$ cat src/rtl/mac_head_tx_gen.sv
// Ethernet MAC header generator: latches dst/src/EtherType on a start pulse and
// serialises the header as DW-bit words; 802.1Q tagging is built only when MAC_HEAD_TX_VLAN_EN is defined.
module mac_head_tx_gen #(
  parameter int DW  = 32,
  parameter int BEW = $clog2(DW/8)
) (
  input  logic           clk,
  input  logic           rst,
  input  logic           mac_start,
  output logic           mac_start_rdy,
  input  logic [47:0]    mac_dst_addr,
  input  logic [47:0]    mac_src_addr,
  input  logic [15:0]    mac_type,
  input  logic           mac_vlan_en,
  input  logic [15:0]    mac_vlan_tci,
  input  logic           mac_abort,
  output logic           mac_busy,
  output logic [DW-1:0]  mac_data_out,
  output logic [BEW-1:0] mac_be_out,
  output logic           mac_last_out,
  output logic           mac_data_out_rdy,
  input  logic           mac_data_out_sel,
  input  logic           mac_data_out_rd
);

  localparam int BPW      = DW / 8;
  localparam int MAXW     = 192 / DW;
  localparam int N_UNTAG  = (14 + BPW - 1) / BPW;
  localparam int N_TAG    = (18 + BPW - 1) / BPW;
  localparam int BE_UNTAG = N_UNTAG * BPW - 14;
  localparam int BE_TAG   = N_TAG * BPW - 18;

  localparam logic [0:0] S_IDLE = 1'b0;
  localparam logic [0:0] S_SEND = 1'b1;

  logic [0:0]  r_state;
  logic [3:0]  r_ptr;
  logic [47:0] r_act_dst;
  logic [47:0] r_act_src;
  logic [15:0] r_act_type;
  logic        r_pend_valid;
  logic [47:0] r_pend_dst;
  logic [47:0] r_pend_src;
  logic [15:0] r_pend_type;

  logic        w_act_tag;
  logic [15:0] w_act_tci;
  logic        w_send;
  logic        w_rd_ev;
  logic [3:0]  w_last_idx;
  logic        w_at_last;
  logic        w_end;
  logic        w_start_acc;
  logic        w_load_act_in;
  logic        w_load_act_pend;
  logic        w_load_pend;

  assign w_send      = (r_state == S_SEND);
  assign w_rd_ev     = w_send & mac_data_out_sel & mac_data_out_rd;
  assign w_last_idx  = w_act_tag ? 4'(N_TAG - 1) : 4'(N_UNTAG - 1);
  assign w_at_last   = (r_ptr == w_last_idx);
  assign w_end       = w_rd_ev & w_at_last;
  assign w_start_acc = mac_start & ~r_pend_valid & ~mac_abort;

  // A start arriving with the final read goes straight to the active set when no header is pending.
  assign w_load_act_in   = w_start_acc & (~w_send | w_end);
  assign w_load_act_pend = ~mac_abort & w_end & r_pend_valid;
  assign w_load_pend     = w_start_acc & w_send & ~w_end;

  // NOTE: sequential state uses <= so every register updates from pre-edge values.
  always_ff @(posedge clk) begin
    if (rst) begin
      r_state      <= S_IDLE;
      r_ptr        <= '0;
      r_act_dst    <= '0;
      r_act_src    <= '0;
      r_act_type   <= '0;
      r_pend_valid <= 1'b0;
      r_pend_dst   <= '0;
      r_pend_src   <= '0;
      r_pend_type  <= '0;
    end else if (mac_abort) begin
      r_state      <= S_IDLE;
      r_ptr        <= '0;
      r_pend_valid <= 1'b0;
    end else begin
      if (w_load_act_in) begin
        r_act_dst  <= mac_dst_addr;
        r_act_src  <= mac_src_addr;
        r_act_type <= mac_type;
      end else if (w_load_act_pend) begin
        r_act_dst  <= r_pend_dst;
        r_act_src  <= r_pend_src;
        r_act_type <= r_pend_type;
      end

      if (w_load_pend) begin
        r_pend_valid <= 1'b1;
        r_pend_dst   <= mac_dst_addr;
        r_pend_src   <= mac_src_addr;
        r_pend_type  <= mac_type;
      end else if (w_load_act_pend) begin
        r_pend_valid <= 1'b0;
      end

      if (w_load_act_in | w_load_act_pend) begin
        r_state <= S_SEND;
        r_ptr   <= '0;
      end else if (w_end) begin
        r_state <= S_IDLE;
        r_ptr   <= '0;
      end else if (w_rd_ev) begin
        r_ptr <= r_ptr + 4'd1;
      end
    end
  end

`ifdef MAC_HEAD_TX_VLAN_EN
  logic        r_act_tag;
  logic [15:0] r_act_tci;
  logic        r_pend_tag;
  logic [15:0] r_pend_tci;

  always_ff @(posedge clk) begin
    if (rst) begin
      r_act_tag  <= 1'b0;
      r_act_tci  <= '0;
      r_pend_tag <= 1'b0;
      r_pend_tci <= '0;
    end else begin
      if (w_load_act_in) begin
        r_act_tag <= mac_vlan_en;
        r_act_tci <= mac_vlan_tci;
      end else if (w_load_act_pend) begin
        r_act_tag <= r_pend_tag;
        r_act_tci <= r_pend_tci;
      end
      if (w_load_pend) begin
        r_pend_tag <= mac_vlan_en;
        r_pend_tci <= mac_vlan_tci;
      end
    end
  end

  assign w_act_tag = r_act_tag;
  assign w_act_tci = r_act_tci;
`else
  logic w_unused_vlan;

  assign w_unused_vlan = ^{mac_vlan_en, mac_vlan_tci};
  assign w_act_tag     = 1'b0;
  assign w_act_tci     = 16'h0000;
`endif

  logic [143:0]  w_hdr;
  logic [191:0]  w_pad;
  logic [DW-1:0] w_words [16];

  assign w_hdr = w_act_tag ? {r_act_dst, r_act_src, 16'h8100, w_act_tci, r_act_type}
                           : {r_act_dst, r_act_src, r_act_type, 32'h0000_0000};
  assign w_pad = {w_hdr, 48'h0};

  // Word table is padded to 16 entries so the 4-bit pointer indexes it without truncation.
  for (genvar gi = 0; gi < 16; gi++) begin : g_word
    if (gi < MAXW) begin : g_live
      assign w_words[gi] = w_pad[191 - gi*DW -: DW];
    end else begin : g_zero
      assign w_words[gi] = '0;
    end
  end

  assign mac_start_rdy    = ~r_pend_valid;
  assign mac_busy         = w_send;
  assign mac_data_out_rdy = w_send;
  assign mac_data_out     = w_send ? w_words[r_ptr] : '0;
  assign mac_last_out     = w_send & w_at_last;
  assign mac_be_out       = (w_send & w_at_last) ? (w_act_tag ? BEW'(BE_TAG) : BEW'(BE_UNTAG)) : '0;

endmodule

$ cat config.mk
export PLATFORM = sky130hd
export DESIGN_NAME = mac_head_tx_gen
export DESIGN_NICKNAME = d
export VERILOG_FILES = /design/src/rtl/mac_head_tx_gen.sv
export SDC_FILE = /design/constraint.sdc
export NUM_CORES = 1
export LEC_CHECK = 0
export CAP_MARGIN = 20
export CORE_MARGIN = 3
export CORE_UTILIZATION = 40
export DETAILED_ROUTE_END_ITERATION = 10
export MAX_ROUTING_LAYER = met4
export PLACE_DENSITY_LB_ADDON = 0.08
export SYNTH_ARGS = -nofsm -noshare
export SYNTH_HDL_FRONTEND = slang
export SYNTH_SLANG_ARGS = --single-unit
$ cat constraint.sdc
create_clock -name clk -period 3.15 [get_ports clk]
set_input_delay 0.7875 -clock clk [delete_from_list [all_inputs] [get_ports clk]]
set_output_delay 0.7875 -clock clk [all_outputs]
set_load 0.1 [all_outputs]
==> results of run 1 <==
critical path: stages, from the launching register on:
cell     delay, ns
dfxtp_4       0.49
buf_12        0.24
mux4_2        0.52
and3_1        0.25
buf_12        0.19
cell usage in the layout (no fill, tap or decap), types with 2 or more instances in the layout:
cell type,synthesis,final
nand3_1,3,3
a211oi_2,62,62
bufinv_16,0,4
a21boi_0,3,3
mux4_2,16,16
inv_1,2,2
and3_1,17,16
buf_4,10,17
clkinv_2,0,5
clkbuf_1,47,2
nor2_1,38,27
o21ai_0,3,3
clkdlybuf4s50_1,0,116
a21oi_1,244,244
nor2_2,0,8
a211oi_1,50,50
nor2_4,0,3
buf_12,0,48
dfxtp_1,230,228
clkbuf_16,0,25
nand2_1,228,228
clkbuf_8,0,7
mux2i_1,129,129
metrics by stage:
stage / hold slack [ns] / setup TNS [ns]
after detailed placement: 0.4458 / 0
after global routing: 0.4679 / 0
final: 0.4514 / 0
after floorplan: 0.4357 / -0.2468
after global placement: 0.4404 / 0
after CTS: 0.4541 / 0
power by group:
part	switching, mW	internal [mW]	leakage [nW]
Combinational	0.502	0.401	2.45
Sequential	0.0735	3.03	1.88
Clock	1.16	1.91	0.430
routing by layer:
| layer | part of all wire [%] | vias to the layer above |
|---|---|---|
| li1 | - | 4291 |
| met5 | 0 | - |
| met4 | 1.1 | 0 |
| met1 | 52 | 4008 |
| met2 | 41 | 237 |
| met3 | 6.1 | 28 |
flip-flops by register name, summed over array words and instances, names as in the netlist:
signal / count
r_pend_type: 16
r_act_dst: 48
mac_busy: 1
r_pend_valid: 1
r_ptr: 4
r_act_type: 16
r_act_src: 48
r_pend_src: 48
r_pend_dst: 48
area by class of cell:
| type | instances | area [um2] |
|---|---|---|
| Clock inverter | 9 | 145.1 |
| Sequential cell | 230 | 4609 |
| Multi-Input combinational cell | 810 | 5410 |
| Fill cell | 2349 | 11980 |
| Tap cell | 330 | 412.9 |
| Timing Repair Buffer | 182 | 2263 |
| Inverter | 2 | 7.507 |
| Clock buffer | 33 | 715.7 |
| Antenna cell | 1 | 2.502 |
how the worst max path moves through the flow:
| stage | from | to | slack, ns | cells after the start |
|---|---|---|---|---|
| after floorplan | mac_busy | mac_data_out[11] | -0.04 | 3 |
| after global placement | mac_start | r_act_dst[39] | 0.47 | 6 |
| after detailed placement | mac_start | r_act_dst[9] | 0.44 | 6 |
| after CTS | r_ptr[1] | mac_data_out[27] | 0.004 | 4 |
| after global routing | r_ptr[3] | mac_data_out[8] | 0.07 | 4 |
| final | r_ptr[1] | mac_data_out[27] | 0.15 | 4 |
logic make-up (layout without fill, tap and decap cells):
kind of cell	count (synthesis)	after routing	share of synthesized area [%]
AOI/OAI and AO/OA	367	367	23.32
xor gates and xnor gates	1	1	0.08319
adders and majority gates	1	1	0.1188
buffers and inverters	118	226	5.692
DFF	230	230	43.73
muxes	145	145	15.68
other	1	2	0.03561
and+or+nand+nor	295	295	11.34
timing repair:
item                       in CTS  in global routing
hold endpoints to repair        0                  0
buffers inserted                0                  0
resized for setup               0                  2
setup endpoints to repair       0                 20
==> flow_summary.toml, run 1 <==
[outcome]
status = "finished, final reports clean"

[critical_path]
rrSetupSlack_ns = 0.64
critical_path_class = "reg2out"
start_kind = "register"
worstPathArrival_ns = 2.22
cp_max_fo = 21
r2r_cells = 7
required_ns = 2.36
rr_startpoint = "r_ptr[1]"
worstSetupEndpointType = "primary output"
r2r_end = "r_act_src[47]"

[global_route]
grt_max_degree = 91
grtUsageMet3_pct = 3.545
antenna_found_initial = 1
use_met2_pct = 27.57
grtUsageMet1_pct = 33.37
grt_pass1_wl_um = 46630
grt_pass1_vias = 7925
grtUsageTotal_pct = 20.83
top_usage_layer = "met1"
overflow = 0

[sta]
setup_viol = 0
skew_ns = 0.008518
fin_ws_ns = 0.1470
rsz0062_at_grt = "no"
max_freq_mhz = 333.0
tightest_slew_ns = 0.7903
period_needed_ns = 3.003
finalCritPeriodShare_pct = 95.33
hold_viol_final = 0
finalMaxSlewViolations = 0
slew_headroom_pct = 47.19

[clock_tree]
root_buffer = "clkbuf_16"
tritoncts = "done"
clockBufferDepth = 3
hold_buffers = 0
clk_pin_slew_ns = 0.06
clock_latency_ns = 0.51
htreeDepth = 1
numCtsBuffers = 25
cts.sinks = 230

[synthesis]
synth_area_leaders = "dfxtp_1, mux2i_1, a21oi_1"
netlist_area_um2 = 10530
synth_cells = 1158
synth_nets = 1294
netlist-cell-type-count = 34
synth.avg_cell_area_um2 = 9.093
ys_warn_count = 0
synth.largest_area_cell = "dfxtp_1"
yosys-top-cells-count = "a21oi_1, dfxtp_1, nand2_1"
postSynth.asyncResetShare_pct = 0
ys_seq_area_share_pct = 43.73
yosys_most_used_dff = "dfxtp_1"
synth_top_cell_area_share_pct = 43.73
synth-edff-count = 0
synth_seq_cells = 230
synth_most_common_cell = "a21oi_1"

[routing]
drc = 0
avgRoutedWirePerCell_um = 18.53
drtIter0Drc = 637
post_drt_via_cell_ratio = 5.363
num_vias = 8564
drtPass1Iterations = 5
detail-route-antenna-nets = 0
routed_wl_um = 29590

[floorplan]
core_um2 = 25540
initial_utilization_pct = 41.22
die-area_um2 = 28310
ios = 173
fp.dieH_um = 168.3
fp.dieW_um = 168.3
rows = 58

[run]
maxCapViolCount = 0

[placed_design]
gp_congestion = 0.7969
postPlaceCellArea_um2 = 12700
dpl.hpwl_um = 19200
dp_worst_setup_slack_ns = 0.4423
dp_cells = 1554
port_buffers = 154

[pwr]
total_power_mw = 7.071
p_per_area_nw_per_um2 = 521.2
p_leak_nw = 4.753
vdd_drop_max_v = 0.0004810

[cells_and_area]
final_nets = 1387
area.growth.synth_to_final_pct = 28.84
final_cell_area_um2 = 13570
post-route-util_pct = 53.11
stdcell_count = 1597
drive_gt1_share_pct = 16.27

[min_path]
hold_path.class = "reg2reg"
holdPathStages = 2
hold-path-endpoint = "r_pend_src[47]"
hold_start = "r_pend_src[47]"
Note: power is estimated with default switching activity, not from simulation.
==> inputs of run 2 (changes only) <==
==> constraint.sdc (replaced) <==
create_clock -name clk -period 3.15 [get_ports clk]
set_input_delay 0.7875 -clock clk [delete_from_list [all_inputs] [get_ports clk]]
set_output_delay 0.7875 -clock clk [all_outputs]
set_load 0.05 [all_outputs]
==> run 2 against run 1 <==
Net effect:
- die area unchanged
- via count increased by 0.65%
- global-route usage down 0.14 points
- clock power rose by 4%
- register-to-register slack got worse by 0.07 ns
- clock-buffer cell count stayed put
- first-iteration DRC count grew 29%
- fmax down 0.93%
- final area up 0.12%
- total power up 1.4%
- largest power group is now clock
- highest routed layer unchanged
==> flow_summary.toml, run 2 (same netlist as run 1, synthesis figures left out) <==
[outcome]
status = "finished, final reports clean"

[cells_and_area]
final_cell_mix = "a21oi_1, dfxtp_1, nand2_1, mux2i_1, clkdlybuf4s50_1"
drive_gt1_share_pct = 15.18
final_nets = 1387
layout_commonest_cell = "a21oi_1"
area.growth.synth_to_final_pct = 28.99
num_antenna_cells = 0

[global_route]
overflow = 0
grt_max_degree = 81
grtUsageTotal_pct = 20.69
grt_pass1_vias = 7929
grt_pass1_wl_um = 46450
antenna_found_initial = 0

[critical_path]
path_cells = "buf_12 > mux4_2 > and3_1 > buf_12"
start_kind = "register"
crit_top_cell = "buf_12"
crit_buf_inv = 2
critical_path_class = "reg2out"
required_ns = 2.36
crit_family = "multiplexers"
max_stage_delay_ns = 0.54
worstSetupEndpointType = "primary output"
worstPathArrival_ns = 2.24
crit_path_top_delay_cell = "mux4_2"
cp_max_fo = 29

[run]
maxCapViolCount = 0

[clock_tree]
clockBufferDepth = 3
clock_latency_ns = 0.53
root_buffer = "clkbuf_16"
cts_setup_buffers = 0
numCtsBuffers = 26
cts.sinks = 230
clk_pin_slew_ns = 0.06
htreeDepth = 1
tritoncts = "done"

[pwr]
total_power_mw = 7.173
p_per_area_nw_per_um2 = 528.1
vdd_drop_max_v = 0.0003303
p_leak_nw = 4.758

[routing]
drtPass1Iterations = 5
drtIter0Drc = 823
avgRoutedWirePerCell_um = 18.61
detail-route-antenna-nets = 0
num_vias = 8620
post_drt_via_cell_ratio = 5.384
drc = 0
routed_wl_um = 29790

[sta]
period_needed_ns = 3.031
rsz0062_at_grt = "no"
hold_viol_final = 0
slew_headroom_pct = 59.66
skew_ns = 0.007895
tightest_slew_ns = 0.6051
setup-tns-final_ns = 0
finalMaxSlewViolations = 0
finalCritPeriodShare_pct = 96.22
max_freq_mhz = 329.9
holdWs_ns = 0.4517
setup_viol = 0

[floorplan]
fp.dieW_um = 168.3
core_um2 = 25540
fp.dieH_um = 168.3
initial_utilization_pct = 41.22
ios = 173
rows = 58
die-area_um2 = 28310

[placed_design]
gp_congestion = 0.8005
port_buffers = 154
dpl.hpwl_um = 19150

[min_path]
hold_path.class = "reg2reg"
run 2: cell count changes in the layout (fill, tap and decap cells not counted), sizes merged:
cell / delta
buf: -4
clkinvlp: +4
clkdlybuf4s50: +3
clkinv: +2
diode: -1
run 2: final timing paths:
kind	slack [ns]	cells after the start	end	start
setup reg to reg	0.57	7	r_act_dst[9]	r_ptr[1]
hold reg to reg	0.45	2	r_pend_src[3]	r_pend_src[3]
hold / removal	0.45	2	r_pend_src[3]	r_pend_src[3]
setup / recovery	0.12	4	mac_data_out[30]	r_ptr[1]
run 2: per-stage QoR:
stage	std cells	area [um2]	util, %	setup WS, ns
2_1_floorplan	1158	10530	-	0.3627
3_3_place_gp	1553	12670	49.61	0.4632
3_5_place_dp	1553	12670	49.61	0.4459
4_1_cts	1601	13580	53.16	0.01020
5_1_grt	1601	13580	53.17	0.05133
6_report	1601	13580	53.17	0.1189
run 2: worst register-to-register path, stage by stage, from the launching register on:
cell	delay (ns)
dfxtp_4	0.45
buf_12	0.27
ha_1	0.25
nor3b_1	0.40
a21oi_1	0.21
nor3_4	0.40
buf_12	0.33
a211oi_1	0.14
run 2: layout make-up:
cell class / instances / area (um2)
clock buffer: 33 / 718.2
clock inverter: 15 / 188.9
fill: 2333 / 11960
inverter: 2 / 7.507
multi-input combinational: 810 / 5371
sequential: 230 / 4608
tap: 330 / 412.9
timing repair buffer: 181 / 2276
run 2: metal layers:
layer | vias up | routed length [um] | track usage [%]
li1 | 4299 | - | -
met1 | 4064 | 16090 | 34.13
met2 | 227 | 11920 | 26.70
met3 | 30 | 1415 | 2.489
met4 | 0 | 370 | 3.522
met5 | - | 0 | -
run 2: where the power goes:
group | total (mW) | leakage [nW] | internal [mW] | switching (mW)
Clock | 3.20 | 0.437 | 1.94 | 1.25
Combinational | 0.871 | 2.45 | 0.403 | 0.468
Sequential | 3.10 | 1.87 | 3.03 | 0.0757
run 2: timing repair:
item | CTS | global route
endpoints found under the setup margin | 0 | 4
resized for setup | 0 | 1
hold buffers | 0 | 0
